<file path="config.mk">
export PLATFORM = sky130hd
export DESIGN_NAME = note_field_scroller
export DESIGN_NICKNAME = d
export VERILOG_FILES = /design/src/rtl/note_field_scroller.sv
export SDC_FILE = /design/constraint.sdc
export NUM_CORES = 1
export LEC_CHECK = 0
export ABC_AREA = 1
export ABC_CLOCK_PERIOD_IN_PS = 13500
export CORE_ASPECT_RATIO = 1.4
export CORE_MARGIN = 4
export CORE_UTILIZATION = 40
export CTS_BUF_LIST = sky130_fd_sc_hd__clkbuf_4 sky130_fd_sc_hd__clkbuf_8
export CTS_CLUSTER_DIAMETER = 150
export DETAILED_ROUTE_END_ITERATION = 6
export PLACE_DENSITY = 0.76
export SETUP_SLACK_MARGIN = 0.02
export SYNTH_ARGS = -nofsm -noshare
export SYNTH_HDL_FRONTEND = slang
export SYNTH_SLANG_ARGS = --single-unit
</file>
<file path="constraint.sdc">
create_clock -name clk -period 13.5 [get_ports clk]
set_input_delay 2.025 -clock clk [delete_from_list [all_inputs] [get_ports clk]]
set_output_delay 2.025 -clock clk [all_outputs]
set_load 0.005 [all_outputs]
</file>
<file path="src/rtl/note_field_scroller.sv">
// note_field_scroller: 8-lane falling-note field with lane hit/miss detection, score and combo.
module note_field_scroller #(
    parameter int SCROLL_DIV = 50000
) (
    input  logic        clk,
    input  logic        rst_n,
    input  logic        start,
    input  logic        stop,
    input  logic        pause,
    input  logic [7:0]  note_in,
    input  logic        note_valid,
    output logic        note_ack,
    input  logic [7:0]  btn,
    output logic [63:0] MainGraphic,
    output logic        hit,
    output logic        miss,
    output logic [15:0] score,
    output logic [7:0]  combo,
    output logic [1:0]  state
);
    localparam logic [1:0] IDLE  = 2'b00;
    localparam logic [1:0] PLAY  = 2'b01;
    localparam logic [1:0] PAUSE = 2'b10;
    localparam int PW = $clog2(SCROLL_DIV);
    logic [PW-1:0] presc;
    logic [7:0]    btn_prev;
    logic [7:0]    hits;
    logic [7:0]    bottom_left;
    logic [3:0]    n_hits;
    logic          step;
    logic          missed;
    logic [16:0]   score_sum;
    logic [8:0]    combo_sum;
    always_comb begin
        step        = presc == PW'(SCROLL_DIV - 1);
        hits        = btn & ~btn_prev & MainGraphic[7:0];
        bottom_left = MainGraphic[7:0] & ~hits;
        missed      = step && |bottom_left;
        n_hits      = '0;
        for (int i = 0; i < 8; i++) n_hits = n_hits + 4'(hits[i]);
        score_sum   = {1'b0, score} + 17'(n_hits);
        combo_sum   = {1'b0, combo} + 9'(n_hits);
    end
    // btn_prev resets high so a button held through reset is not seen as a press
    always_ff @(posedge clk or negedge rst_n) begin
        if (!rst_n) begin
            state       <= IDLE;
            presc       <= '0;
            btn_prev    <= 8'hFF;
            MainGraphic <= '0;
            score       <= '0;
            combo       <= '0;
            hit         <= 1'b0;
            miss        <= 1'b0;
            note_ack    <= 1'b0;
        end else begin
            btn_prev <= btn;
            hit      <= 1'b0;
            miss     <= 1'b0;
            note_ack <= 1'b0;
            if (stop) state <= IDLE;
            else if (start) begin
                state       <= PLAY;
                presc       <= '0;
                MainGraphic <= '0;
                score       <= '0;
                combo       <= '0;
            end else if (state == PLAY && pause) state <= PAUSE;
            else if (state == PAUSE && !pause) state <= PLAY;
            else if (state == PLAY) begin
                presc       <= step ? '0 : presc + PW'(1);
                MainGraphic <= step ? {note_valid ? note_in : 8'h00, MainGraphic[63:8]}
                                    : {MainGraphic[63:8], bottom_left};
                note_ack    <= step && note_valid;
                hit         <= |hits;
                miss        <= missed;
                score       <= score_sum[16] ? 16'hFFFF : score_sum[15:0];
                combo       <= missed ? 8'h00 : combo_sum[8] ? 8'hFF : combo_sum[7:0];
            end
        end
    end
endmodule

</file>
# ---- Word level (Yosys, flattened, before mapping)
# Cells that the tools add are included.
dict set report totals {
  ff_bits 117
  in_bits 22
  out_inout_bits 93
  elab_cells 84
}
dict set report op_classes {
  n_addsub 10
  n_eq_ne 5
  mux 41
  bitwise_logic 6
  n_reduce_logical 12
}
# operator n
set op_table {}
lappend op_table {{$mux W64} 5}
lappend op_table {{$mux W16} 10}
lappend op_table {{$mux W8} 7}
lappend op_table {{$and A8 B8 Y8} 3}
lappend op_table {{$add A16 B4 Y17} 1}
lappend op_table {{$add A16 B1 Y16 const B} 1}
lappend op_table {{$add A4 B1 Y4} 4}
lappend op_table {{$eq A16 B16 Y1 const B} 1}
lappend op_table {{$not A8 Y8} 2}
lappend op_table {{$reduce_or A8 Y1} 2}
lappend op_table {{$mux W1} 15}
lappend op_table {{$add A8 B4 Y9} 1}
lappend op_table {{$mux W2} 4}
lappend op_table {{$reduce_and A5 Y1} 1}
lappend op_table {{$add A3 B1 Y4} 1}
lappend op_table {{$logic_and A1 B1 Y1} 4}
lappend op_table {{$ne A2 B2 Y1 const B} 2}
lappend op_table {{$reduce_and A4 Y1} 1}
lappend op_table {{$reduce_bool A2 Y1} 2}
lappend op_table {{$reduce_bool A4 Y1} 1}
lappend op_table {{$add A2 B1 Y3} 1}
lappend op_table {{$add A1 B1 Y2} 1}
lappend op_table {{$eq A2 B1 Y1 const B} 1}
lappend op_table {{$eq A2 B2 Y1 const B} 1}
lappend op_table {{other kinds (2)} 2}

# ---- Depth between registers and ports, before layout
dict set report logic_depth {
  word_depth 17
  depth_mapped 22
  depth_no_buf 22
}

# ---- Least setup slack after synthesis
# No wires, ideal clock.
dict set report synth_timing {
  kind {in2reg}
  startpoint {in btn[1]}
  endpoint {reg score[6]}
  t_arrival_ps 5815
  t_required_ps 13424
  slack_ps 7609
  stages 20
  cell_sequence {inv_1 -> nor2_1 -> nand2_1 -> inv_1 -> fa_1 -> inv_1 -> fa_1 -> fa_1 -> inv_1 -> ha_1 -> fa_1 -> inv_1 -> fa_1 -> nand3b_1 -> nand2_1 -> nand3b_1 -> buf_2 -> o21ai_0 -> nand2_1 -> o21ai_1}
}
dict set report synth_via {
  elab_chain_cells 15
}
# item line
set synth_lines {}
lappend synth_lines {{start: declaration} 13} ;# input logic [7:0] btn,
lappend synth_lines {{$and A8 B8 Y8 (2 in a row)} 36} ;# hits = btn & ~btn_prev & MainGraphic[7:0];
lappend synth_lines {{$add A1 B1 Y2} 40} ;# for (int i = 0; i < 8; i++) n_hits = n_hits + 4'(hits[i]);
lappend synth_lines {{$add A2 B1 Y3} 40}
lappend synth_lines {{$add A3 B1 Y4} 40}
lappend synth_lines {{$add A4 B1 Y4 (4 in a row)} 40}
lappend synth_lines {{$add A16 B4 Y17} 41} ;# score_sum = {1'b0, score} + 17'(n_hits);
lappend synth_lines {{$mux W16} 77} ;# score <= score_sum[16] ? 16'hFFFF : score_sum[15:0];
lappend synth_lines {{$mux W16} 70} ;# else if (state == PLAY) begin
lappend synth_lines {{$mux W16} 69} ;# else if (state == PAUSE && !pause) state <= PLAY;
lappend synth_lines {{$mux W16} 68} ;# end else if (state == PLAY && pause) state <= PAUSE;
lappend synth_lines {{$mux W16} 62} ;# else if (start) begin
lappend synth_lines {{end signal: assignment} 77}
lappend synth_lines {{end: declaration} 17} ;# output logic [15:0] score,
# Every way passes these cells. The select of a mux whose other input is x is not followed.
# A chain may end at the register's enable or synchronous reset.

# ---- Worst setup path in the final report
dict set report layout_timing {
  startpoint {in btn[1]}
  endpoint {reg score[2]}
}
# The elaborated chain is that of the path after synthesis.

==> summary.md <==
| Metric | Value |
|---|---|
| Async set or reset register ratio after synthesis | 100% |
| Die width | ~110 um |
| DR pass1 iterations | 7 |
| Post-synth top area cell | dfrtp_1 |
| Sequential area share after synthesis | 46.8% |
| Worst-Margin Slew | 930 ps |
| Final Max Tran Viols | 0 |
| Global-route wire length before repair | 27900 um |
| Unrepaired setup endpoints after global routing | no |
| Number of I/O pins | 115 |
| Final HPWL DP | 11500 um |
| Post-Route WL | approximately 17000 um |
| Nets | about 940 |
| Share of cells above drive strength 1 | 8.89% |
| Post-route ant nets | 0 |
| Post-Syn Nets | 834 |
| Pre-CTS setup slack | 6490 ps |
| Residual DRC count | 0 |
| Clock skew | 15.9 ps |
| Multi-input gate area | 2820 um^2 |
| CTS clk-pin slew, worst paths | about 70 ps |
| Hold_sp | score[3] |
| Worst setup path class | input port to flip-flop |
| Critical path endpoint category | flip-flop |
| Gr usage total | 19.5% |
| GP Congestion | 0.876 |
| Tmin final | 6550 ps |
| H-Tree Depth | 4 |
| N_diodes | 0 |
| Max Fclk | roughly 0.15 GHz |
| Total grt overflow | 0 |
| CP required | 13880 ps |
| Seq cells post-synth | 117 |
| CTS tree | built |
| Worst Setup Start Kind | input port |
| Simple-gate share of the synthesized area | 29.6% |
| Final Hold Violating Endpoints | 0 |
| PortBufs | ~110 |
| Post-synthesis xor/xnor area fraction | less than 1% |
| Clock sink count | 117 |
| FILL cells | 1406 |
| Starting Density | roughly two fifths |
| Largest family of logic cells by synthesized area | simple AND/OR/NAND/NOR gates |
| Number of synthesized flops with an enable pin | 0 |
| Fin crit share | 48.5% |
| Layout area overhead | 26.2% |
| Post-synthesis mux area share | 0% |
| Row Count | between 50 and 60 |
| Largest net degree at the start of global routing | 74 |
| Post-cts resize count | 0 |
| Synth cell count leaders | 218 x nand2_1, 109 x dfrtp_1, 86 x inv_1 |
| Die H | 156 um |
| R2r startpoint | btn_prev[1] |
| Inserted Clock Buffers | 17 |
| Via density | 5.27 |
| CP max stage cell | fa_1 |
| FF/Latch Area | 2940 um^2 |
| Most frequent cell after synthesis | nand2_1 |
| Wire length per cell | 15.3 um |
| Synth area leaders | dfrtp_1 43%, nand2_1 13%, o21ai_0 5.3% |
| Slowest stage delay, CP | 560 ps |
| Max cap viols | 0 |
| Drt first-iter violations | 463 |
| Vias after detailed routing | 5813 |
| Hold WS | 516 ps |
| WP data arrival | 6920 ps |
| Design Power | ~0.00075 W |
| Hold buffers post-CTS | 0 |
| Share of the synthesized area in the top cell type | 43.4% |
| Most used cell, CP | inv_1 |
| Die area | 17800 um^2 |
| CP Max Fanout | 11 |
| Cell Area, Synth | 6280 um^2 |
| Final worst slack | 6950 ps |
| PwrDens | 95.1 nW/um^2 |
| Syn avg cell area | 7.92 um^2 |
| Post-synthesis adder-cell area fraction | 4.50% |
| Initial antenna violation count | 0 |
| Rel. slew slack | 38.0% |
| Syn. warnings | 0 |
| Max clock buf depth | 2 |
| Worst-skew pair later-pin latency | 450 ps |
| Final Setup Violations | 0 |
| Library cells used by synthesis | 38 |
| Worst min path class | flip-flop to flip-flop |
| Post-CTS Repair Setup Buffers | 0 |
| Worst path cell trace | clkdlybuf4s50_1 > inv_1 > nor2_1 > nand2_1 > inv_1 > fa_1 > inv_1 > fa_1 > fa_1 > inv_1 > ha_1 > fa_1 > inv_1 > fa_1 > nand3b_1 > nand2_1 > nand3b_1 > inv_1 > o21ai_0 > nand2_1 |
| Compound-Gate Fraction of Synth Area | 10.3% |
| LEAKAGE | 3.66 nW |
| Prevailing post-synth register cell | dfrtp_1 |
| CTS root buffer | clkbuf_8 |
| Vias in the first global route | ~5.6k |
| Floorplan Core Area | 15200 um^2 |
| VDD IR-drop max | roughly 0.00006 V |
| Setup TNS | 0 ps |
| Cells after Synth | about 790 |
| Final Util | between 50% and 60% |
| Run status | finished, final reports clean |
| Worst setup path start | btn[1] |
-- worst max-delay path: cells and delay by family --
family,cells,cell delay [ps]
adder cells (fa/ha/maj),6,2760
buffers and inverters,7,1030
AND/OR/NAND/NOR,6,1020
AO/OA/AOI/OAI,1,100
-- metal layers --
metal	track usage [%]	wire length (um)	vias up	part of all wire (%)
met3	5.22	1050	33	6.2
met5	0	0	-	0
met4	7.75	410	0	2.4
li1	-	-	2795	-
met1	23.1	6660	2790	40
met2	33.8	8720	195	52
-- final cells by class --
type	instances	share of cell area, %
Sequential cell	117	37.0
Timing Repair Buffer	116	14.5
Inverter	92	4.39
Clock inverter	15	2.48
Multi-Input combinational cell	554	35.6
Tap cell	192	3.03
Clock buffer	17	2.95
-- path summary, 6_finish.rpt --
| check | to | slack, ps | cells past startpoint |
|---|---|---|---|
| max | score[2] | 6950 | 20 |
| min | score[3] | 520 | 2 |
| max reg2reg | score[2] | 8490 | 18 |
| min reg2reg | score[3] | 520 | 2 |
| max in group asynchronous | presc[6] | 10560 | 2 |
| min in group asynchronous | combo[2] | 1580 | 1 |
-- flip-flops by register name, indices dropped and copies added (netlist names) --
register	flops
MainGraphic	64
state	2
note_ack	1
presc	16
combo	8
hit	1
miss	1
score	16
btn_prev	8
-- through the flow --
step | cell area (um^2) | instances
after floorplan | 6280 | 793
after global placement | 7500 | 1071
after detailed placement | 7500 | 1071
after CTS | 7930 | 1103
after global routing | 7930 | 1103
final | 7930 | 1103
-- layout by cell type, fill, tap and decap left out, types with 5 or more instances in the layout --
cell type and n:
clkbuf_8 17, o21ai_0 67, nor3_1 20, nand2_1 218, a21oi_1 18, nor2_1 56
dfrtp_1 109, dfstp_2 8, nand2_2 11, fa_1 6, o21ai_1 12, clkdlybuf4s50_1 113
inv_1 86, nand4_1 42, nand3_1 50, o21ai_2 10, nand3b_1 5, ha_1 13
inv_2 5
-- report_power, final --
group	internal, W	switching [W]	total [W]
clock network	0.000188	0.000167	0.000355
logic	0.0000114	0.0000296	0.0000410
registers	0.000355	0.00000276	0.000358
-- cell families (layout without fill, tap and decap cells) --
family	count (synthesis)	count (layout)
AND/OR/NAND/NOR	414	414
adder cells (fa/ha/maj)	19	19
AO/OA/AOI/OAI	117	117
buffers and inverters	122	240
flip-flops	117	117
XOR/XNOR	4	4
Note: power is estimated with default switching activity, not from simulation.
